==> config.mk <==
export PLATFORM = sky130hd
export DESIGN_NAME = uart_rx_oversampled
export DESIGN_NICKNAME = d
export VERILOG_FILES = /design/src/rtl/uart_rx_oversampled.sv
export SDC_FILE = /design/constraint.sdc
export NUM_CORES = 1
export LEC_CHECK = 0
export CELL_PAD_IN_SITES_DETAIL_PLACEMENT = 1
export CELL_PAD_IN_SITES_GLOBAL_PLACEMENT = 1
export CORE_AREA = 2 2 58 60
export CTS_BUF_LIST = sky130_fd_sc_hd__clkbuf_16
export DETAILED_ROUTE_END_ITERATION = 16
export DIE_AREA = 0 0 60 62
export DONT_BUFFER_PORTS = 1
export GPL_TIMING_DRIVEN = 0
export HOLD_SLACK_MARGIN = 0.1
export PLACE_DENSITY = 0.73
export SYNTH_ARGS = -nofsm -noshare
export SYNTH_HDL_FRONTEND = slang
export SYNTH_SLANG_ARGS = --single-unit
==> constraint.sdc <==
create_clock -name clk -period 3.2 [get_ports clk]
set_clock_uncertainty 0.15 [all_clocks]
set_input_delay 0.64 -clock clk [delete_from_list [all_inputs] [get_ports clk]]
set_output_delay 0.64 -clock clk [all_outputs]
set_load 0.01 [all_outputs]
==> src/rtl/uart_rx_oversampled.sv <==
// ============================================================================
// uart_rx_oversampled
//   8-bit UART receiver (8N1, LSB first) running on an OVERSAMPLE x baud clock.
//   The asynchronous serial line passes through a two-flop synchroniser. The
//   start bit is re-checked at its mid-point, which rejects short glitches.
//   Each data bit and the stop bit are sampled at their centres. A received
//   byte is presented on 'out' together with a one-cycle 'done' strobe.
//
// Parameters
//   OVERSAMPLE : clk cycles per bit period (even, >= 4)
//
// Ports
//   clk   in   1  oversample clock
//   rst_n in   1  synchronous active-low reset
//   en    in   1  enable; low behaves as a synchronous reset of FSM and outputs
//   in    in   1  serial rx line (asynchronous, idle high)
//   out   out  8  last received byte, held until the next done
//   busy  out  1  frame reception in progress
//   done  out  1  one-cycle strobe: frame complete, out valid
//   err   out  1  framing error (stop bit sampled low), valid with done
// ============================================================================
module uart_rx_oversampled #(
    parameter int OVERSAMPLE = 16
) (
    input  logic       clk,
    input  logic       rst_n,
    input  logic       en,
    input  logic       in,
    output logic [7:0] out,
    output logic       busy,
    output logic       done,
    output logic       err
);

    localparam int HALF = OVERSAMPLE / 2;
    localparam int CW   = $clog2(OVERSAMPLE);

    localparam logic [CW-1:0] CNT_HALF = CW'(HALF - 1);
    localparam logic [CW-1:0] CNT_LAST = CW'(OVERSAMPLE - 1);

    typedef enum logic [2:0] {
        IDLE      = 3'd0,
        START_BIT = 3'd1,
        DATA_BITS = 3'd2,
        STOP_BIT  = 3'd3,
        WAIT_IDLE = 3'd4
    } state_t;

    // Reset and disable have identical effect.
    logic clear;
    assign clear = !rst_n || !en;

    // ------------------------------------------------------------------
    // Two-flop synchroniser. Both flops reset to the idle (high) level so
    // leaving reset never looks like a start edge.
    // ------------------------------------------------------------------
    logic s1_reg;
    logic rx_s_reg;

    always_ff @(posedge clk) begin
        if (clear) begin
            s1_reg   <= 1'b1;
            rx_s_reg <= 1'b1;
        end else begin
            s1_reg   <= in;
            rx_s_reg <= s1_reg;
        end
    end

    // ------------------------------------------------------------------
    // FSM and datapath registers
    // ------------------------------------------------------------------
    state_t          state_reg,  state_next;
    logic [CW-1:0]   cnt_reg,    cnt_next;
    logic [2:0]      idx_reg,    idx_next;
    logic [7:0]      shreg_reg,  shreg_next;
    logic [7:0]      out_reg,    out_next;
    logic            busy_reg,   busy_next;
    logic            done_reg,   done_next;
    logic            err_reg,    err_next;

    always_ff @(posedge clk) begin
        if (clear) begin
            state_reg <= IDLE;
            cnt_reg   <= '0;
            idx_reg   <= '0;
            shreg_reg <= '0;
            out_reg   <= '0;
            busy_reg  <= 1'b0;
            done_reg  <= 1'b0;
            err_reg   <= 1'b0;
        end else begin
            state_reg <= state_next;
            cnt_reg   <= cnt_next;
            idx_reg   <= idx_next;
            shreg_reg <= shreg_next;
            out_reg   <= out_next;
            busy_reg  <= busy_next;
            done_reg  <= done_next;
            err_reg   <= err_next;
        end
    end

    always_comb begin
        state_next = state_reg;
        cnt_next   = cnt_reg;
        idx_next   = idx_reg;
        shreg_next = shreg_reg;
        out_next   = out_reg;
        busy_next  = busy_reg;
        // done and err are strobes: they only live for the cycle they are set
        done_next  = 1'b0;
        err_next   = 1'b0;

        case (state_reg)
            IDLE: begin
                busy_next = 1'b0;
                if (!rx_s_reg) begin
                    state_next = START_BIT;
                    cnt_next   = '0;
                    busy_next  = 1'b1;
                end
            end

            START_BIT: begin
                if (cnt_reg == CNT_HALF) begin
                    // Mid-point of the start bit: still low means a real
                    // frame, high means the low level was only a glitch.
                    if (!rx_s_reg) begin
                        state_next = DATA_BITS;
                        cnt_next   = '0;
                        idx_next   = '0;
                    end else begin
                        state_next = IDLE;
                        busy_next  = 1'b0;
                    end
                end else begin
                    cnt_next = cnt_reg + 1'b1;
                end
            end

            DATA_BITS: begin
                if (cnt_reg == CNT_LAST) begin
                    // Counter was zeroed at mid start bit, so reaching the
                    // last count lands on the centre of each data bit.
                    cnt_next   = '0;
                    shreg_next = {rx_s_reg, shreg_reg[7:1]};
                    idx_next   = idx_reg + 1'b1;
                    if (idx_reg == 3'd7) begin
                        state_next = STOP_BIT;
                    end
                end else begin
                    cnt_next = cnt_reg + 1'b1;
                end
            end

            STOP_BIT: begin
                if (cnt_reg == CNT_LAST) begin
                    cnt_next  = '0;
                    out_next  = shreg_reg;
                    done_next = 1'b1;
                    busy_next = 1'b0;
                    err_next  = !rx_s_reg;
                    // Leaving at mid stop bit gives half a bit of margin to
                    // catch a back-to-back start edge.
                    state_next = rx_s_reg ? IDLE : WAIT_IDLE;
                end else begin
                    cnt_next = cnt_reg + 1'b1;
                end
            end

            WAIT_IDLE: begin
                // Framing error or break: hold off until the line is idle.
                busy_next = 1'b0;
                if (rx_s_reg) begin
                    state_next = IDLE;
                end
            end

            default: begin
                state_next = IDLE;
                busy_next  = 1'b0;
            end
        endcase
    end

    assign out  = out_reg;
    assign busy = busy_reg;
    assign done = done_reg;
    assign err  = err_reg;

endmodule

==> summary.txt, run 1 <==
status = finished, final reports clean
Worst Hold Class = reg2reg
commonest non-fill, non-tap cells in the layout = dfxtp_1, nor2_1, mux2i_1, nand2_1, nand2b_1
Pleak = 0.000562 uW
final setup vio count = 0
Synth Instances = 144
fin util = 0.481
die width = 60 um
clk root buf = clkbuf_16
Hold Crit Depth = 1
RSZ-0062 raised after global routing = no
clock-pin slew on the worst setup and hold paths = 50 ps
Data required, critical path = 3200 ps
Global Route Usage Sum = 0.186
largest net degree at the start of global routing = 11
R2R depth = 7
die area = 0.00372 sq mm
setup_tns = 0 ps
Hold EP = rx_s_reg
placed cell count = 190
most common cell after layout, fill and taps aside = dfxtp_1
f_max = 493 MHz
Worst path max stage delay = 400 ps
Hold WS = 266 ps
Placeable Area = 0.00318 sq mm
hold_sp = s1_reg
crit end category = register
FILL cells = 373
Final GP Congestion = 0.836
Antenna Nets Post-Route = 0
Max Root-Sink Buffers = 2
n_diodes = 0
# resized after CTS = 0
clock buffer count from CTS = 5
CP max FO = 9
number of global-route vias before repair = 1,006
Avg Synthesized Cell Area = 9.24 sq um
drt initial violations = 19
reg-to-reg startpoint = cnt_reg[0]
hold buffer count at cts = 0
drt drc = 0
CP max-delay cell = dfxtp_1
Max Cap Viol = 0
flop-to-flop setup slack = 1170 ps
total gr overflow = 0
DP Area = 0.00139 sq mm
Non-Filler Instances = 198
first-pass GRT wire length = 4960 um
# port buffers = 0
WP buf/inv = 2
area delta synth->final = 14.8%
pwr dens = 556 mW/mm^2
DR vias/cell = 5.29
period utilization = 0.634
initial core utilization = 0.419
Tmin final = 2030 ps
reg2reg end = shreg_reg[2]
final hold vios = 0
clock sink count = 31
Top Ports = 15
H-Tree Depth = 2
kind of critical path = reg2reg
DP Wirelength = 2170 um
initial antenna violation count = 0
postcts setup bufs = 0
relative slew slack = 0.589
Synth cell types = 33
Die Y = 62 um
Yosys Warn Count = 0
peak supply drop = 0.000232 V
drt pass-1 iters = 4
per-cell routed wire length = 15.3 um
Cell Area, Synth = 0.00133 sq mm
Mapped Nets = 151
layout cell share with drive strength beyond 1 = 0.0921
Arrival @ worst endpoint = 2020 ps
Slew Viols, Final = 0
Rows = 21
post-route cell area = 0.00153 sq mm
total number of vias = 1,047
critical path, cell by cell = ha_1 -> clkbuf_1 -> and3_1 -> and3b_1 -> buf_4 -> mux2i_1 -> nor2_1
delay-heaviest family, CP = buffers and inverters
Final nets = 158
later-pin clock latency in the skew report = 280 ps
WL final = 3030 um
startpoint types = register
register area share after synthesis = 0.466
Worst Tran Pin Value = 613 ps
CTS tree = done
#FFs+latches synth = 31
[routing by layer]
metal	up-vias	routed length, um	GRT usage
met5	-	0	0
met4	0	54	0.0984
met3	5	98	0.0518
met2	11	1540	0.309
met1	512	1340	0.218
li1	519	-	-
[synth_stat cells]
cell,number,share of area
a21oi_1,5,0.019
a211oi_1,2,0.011
a221oi_1,1,0.0066
or4b_1,1,0.0075
buf_6,1,0.0085
mux2i_1,16,0.12
inv_1,4,0.011
a41oi_1,2,0.013
nor2_1,22,0.062
nor3_1,2,0.0075
nor2b_1,1,0.0047
nand3_1,2,0.0075
buf_2,2,0.0075
and2_1,1,0.0047
buf_4,2,0.011
and3_1,2,0.0094
nor4_1,1,0.0047
nand4_1,3,0.014
nand3b_1,3,0.017
dfxtp_1,31,0.47
and3b_1,1,0.0066
xnor2_1,1,0.0066
nand2b_1,7,0.033
o21a_1,1,0.0056
o221a_2,2,0.017
nand2_1,10,0.028
a22o_1,1,0.0066
o21ai_0,4,0.015
a31oi_1,2,0.0094
ha_1,3,0.028
clkbuf_1,6,0.017
a21oi_2,1,0.0066
a311oi_1,1,0.0066
[stage by stage]
| step | setup WS, ps | total power (uW) |
|---|---|---|
| after global placement | 1270 | 407 |
| after CTS | 1170 | 859 |
| after floorplan | 1470 | 403 |
| after global routing | 998 | 875 |
| after detailed placement | 1200 | 407 |
| final | 1170 | 850 |
[report_power, final]
part,internal [uW],switching (uW),total [uW]
Combinational,2.50,8.50,11.0
Clock,282,169,451
Sequential,387,0.372,388
Total,672,178,850
[worst reg2reg max path, stage by stage (launching register included)]
cell and delay, ps:
dfxtp_1 400, ha_1 170, clkbuf_1 300, and3_1 230
and3b_1 160, buf_4 200, mux2i_1 240, nor2_1 60
[how the worst max path moves through the flow]
stage | end | slack, ps | cells after the start | start
final | shreg_reg[2] | 1170 | 7 | cnt_reg[0]
after global routing | shreg_reg[7] | 1000 | 7 | cnt_reg[0]
after CTS | shreg_reg[2] | 1170 | 7 | cnt_reg[0]
after detailed placement | shreg_reg[5] | 1200 | 7 | cnt_reg[0]
after global placement | shreg_reg[5] | 1270 | 7 | cnt_reg[0]
after floorplan | shreg_reg[1] | 1470 | 7 | cnt_reg[0]
[area by class of cell]
cell class / count / area [sq um] / share of cell area
multi-input combinational: 98 / 637 / 0.417
sequential: 31 / 621 / 0.406
clock buffer: 5 / 125 / 0.0818
buffer: 11 / 58.8 / 0.0385
tap: 46 / 57.6 / 0.0376
clock inverter: 3 / 15.0 / 0.00982
inverter: 4 / 15.0 / 0.00982
[cell families (layout without fill, tap and decap cells)]
logic type	after synthesis	after routing	share of synthesized area
fa+ha+maj	3	3	0.0282
xor+xnor	1	1	0.00658
flops	31	31	0.466
simple gates	56	56	0.207
mux	16	16	0.120
compound gates	22	22	0.117
buf+inv	15	23	0.0554
Note: power is estimated with default switching activity, not from simulation.
==> run 2: changes to the inputs <==
--- a/config.mk
+++ b/config.mk
@@ -7,14 +7,14 @@
 export LEC_CHECK = 0
 export CELL_PAD_IN_SITES_DETAIL_PLACEMENT = 1
 export CELL_PAD_IN_SITES_GLOBAL_PLACEMENT = 1
-export CORE_AREA = 2 2 58 60
+export CORE_AREA = 2 2 60 62
 export CTS_BUF_LIST = sky130_fd_sc_hd__clkbuf_16
 export DETAILED_ROUTE_END_ITERATION = 16
-export DIE_AREA = 0 0 60 62
+export DIE_AREA = 0 0 62 64
 export DONT_BUFFER_PORTS = 1
 export GPL_TIMING_DRIVEN = 0
 export HOLD_SLACK_MARGIN = 0.1
-export PLACE_DENSITY = 0.73
+export PLACE_DENSITY = 0.71
 export SYNTH_ARGS = -nofsm -noshare
 export SYNTH_HDL_FRONTEND = slang
 export SYNTH_SLANG_ARGS = --single-unit
==> constraint.sdc (replaced) <==
create_clock -name clk -period 1.75 [get_ports clk]
set_clock_uncertainty 0.15 [all_clocks]
set_input_delay 0.35 -clock clk [delete_from_list [all_inputs] [get_ports clk]]
set_output_delay 0.35 -clock clk [all_outputs]
set_load 0.01 [all_outputs]
==> summary.txt, run 2 (synthesis results as in run 1) <==
DR vias/cell = 5.20
Arrival @ worst endpoint = 1700 ps
WL final = 3130 um
Hold EP = rx_s_reg
critical path depth = 5
reg-to-reg startpoint = state_reg[1]
Placeable Area = 0.00328 sq mm
clock buffer count from CTS = 5
die area = 0.00397 sq mm
post-route cell area = 0.00159 sq mm
CP max FO = 10
total gr overflow = 0
H-Tree Depth = 2
relative slew slack = 0.674
die width = 62 um
largest net degree at the start of global routing = 11
Global Route Usage Sum = 0.182
Slew Viols, Final = 0
drt initial violations = 14
Data required, critical path = 1790 ps
n_diodes = 0
CTS tree = done
delay-heaviest family, CP = compound AO/OA/AOI/OAI gates
per-cell routed wire length = 15.9 um
reg2reg end = cnt_reg[1]
FILL cells = 377
Worst path max stage delay = 430 ps
Tmin final = 1660 ps
Worst Tran Pin Value = 489 ps
most common cell after layout, fill and taps aside = dfxtp_1
peak supply drop = 0.000750 V
commonest non-fill, non-tap cells in the layout = dfxtp_1, nor2_1, mux2i_1, nand2_1, nand2b_1
Max Root-Sink Buffers = 2
Worst Hold Class = in2reg
clk root buf = clkbuf_16
clock-pin slew on the worst setup and hold paths = 50 ps
setup_tns = 0 ps
pwr dens = 972 mW/mm^2
clock sink count = 31
first-pass GRT wire length = 5330 um
area delta synth->final = 19.5%
DP Area = 0.00139 sq mm
layout cell share with drive strength beyond 1 = 0.152
multi-input logic area = 677 sq um
f_max = 604 MHz
period utilization = 0.946
total number of vias = 1,024
fin util = 0.485
Die Y = 64 um
Hold Crit Depth = 2
startpoint types = register
status = finished, final reports clean
WP buf/inv = 1
# port buffers = 0
CP max-delay cell = dfxtp_1
initial core utilization = 0.405
flop-to-flop setup slack = 90 ps
Final GP Congestion = 0.821
kind of critical path = reg2reg
Pleak = 0.000575 uW
Rows = 21
final setup vio count = 0
drt pass-1 iters = 4
number of global-route vias before repair = 1,136
critical path, cell by cell = buf_6 -> xnor2_1 -> a311oi_2 -> o21ai_0 -> a31oi_1
DP Wirelength = 2090 um
initial antenna violation count = 0
crit end category = register
Final nets = 157
hold_sp = en
drt drc = 0
R2R depth = 5
Max Cap Viol = 0
final hold vios = 0
later-pin clock latency in the skew report = 270 ps
Antenna Nets Post-Route = 0
Top Ports = 15
register area = 624 sq um
## run 2: worst register-to-register path, stage by stage, from the launching register on
cell and delay (ps):
dfxtp_1 430, buf_6 180, xnor2_1 80, a311oi_2 400, o21ai_0 150, a31oi_1 190
## run 2: per-stage QoR
stage	hold slack (ps)	worst slack (ps)	std cells	total power [uW]
finish	168	93.7	197	1550
global route	187	-14.9	197	1590
CTS	167	7.29	196	1560
detailed placement	255	-224	190	744
global placement	248	-163	190	744
floorplan	236	17.5	144	738
## run 2: final cells by class
cell class | instances | area share
Multi-Input combinational cell | 98 | 0.425
Inverter | 4 | 0.00943
Buffer | 8 | 0.0377
Clock inverter | 3 | 0.00943
Timing Repair Buffer | 2 | 0.0110
Tap cell | 46 | 0.0362
Clock buffer | 5 | 0.0786
Sequential cell | 31 | 0.392
## run 2: what timing repair did
action	4_1_cts	5_1_grt
hold buffers	1	0
endpoints found under the setup margin	23	21
hold endpoints to repair	1	0
buffers inserted	0	1
pin swaps	0	4
gates resized for setup	5	9
## run 2: worst max-delay path by stage
stage                             from      endpoint
final                     state_reg[1]    cnt_reg[1]
after global routing      state_reg[1]    cnt_reg[1]
after CTS                   cnt_reg[1]  shreg_reg[1]
after detailed placement    cnt_reg[0]  shreg_reg[1]
after global placement      cnt_reg[0]  shreg_reg[2]
after floorplan             cnt_reg[0]  shreg_reg[1]
## run 2: report_power, final
| group | switching [uW] | leakage, uW | internal, uW |
|---|---|---|---|
| logic | 16.2 | 0.000259 | 6.21 |
| registers | 0.733 | 0.000251 | 708 |
| clock network | 300 | 0.0000649 | 515 |
## run 2: routing by layer
layer,global-route usage,vias up,share of wire
li1,-,512,-
met1,0.230,495,0.47
met2,0.280,13,0.48
met3,0.0486,4,0.036
met4,0.0878,0,0.016
met5,0,-,0
==> run 3: changes to the inputs <==
--- a/config.mk
+++ b/config.mk
@@ -15,6 +15,7 @@
 export GPL_TIMING_DRIVEN = 0
 export HOLD_SLACK_MARGIN = 0.1
 export PLACE_DENSITY = 0.71
+export RECOVER_POWER = 25
 export SYNTH_ARGS = -nofsm -noshare
 export SYNTH_HDL_FRONTEND = slang
 export SYNTH_SLANG_ARGS = --single-unit
==> results of run 3 <==
No change in the layout: final DEF, timing and power equal those of run 2.
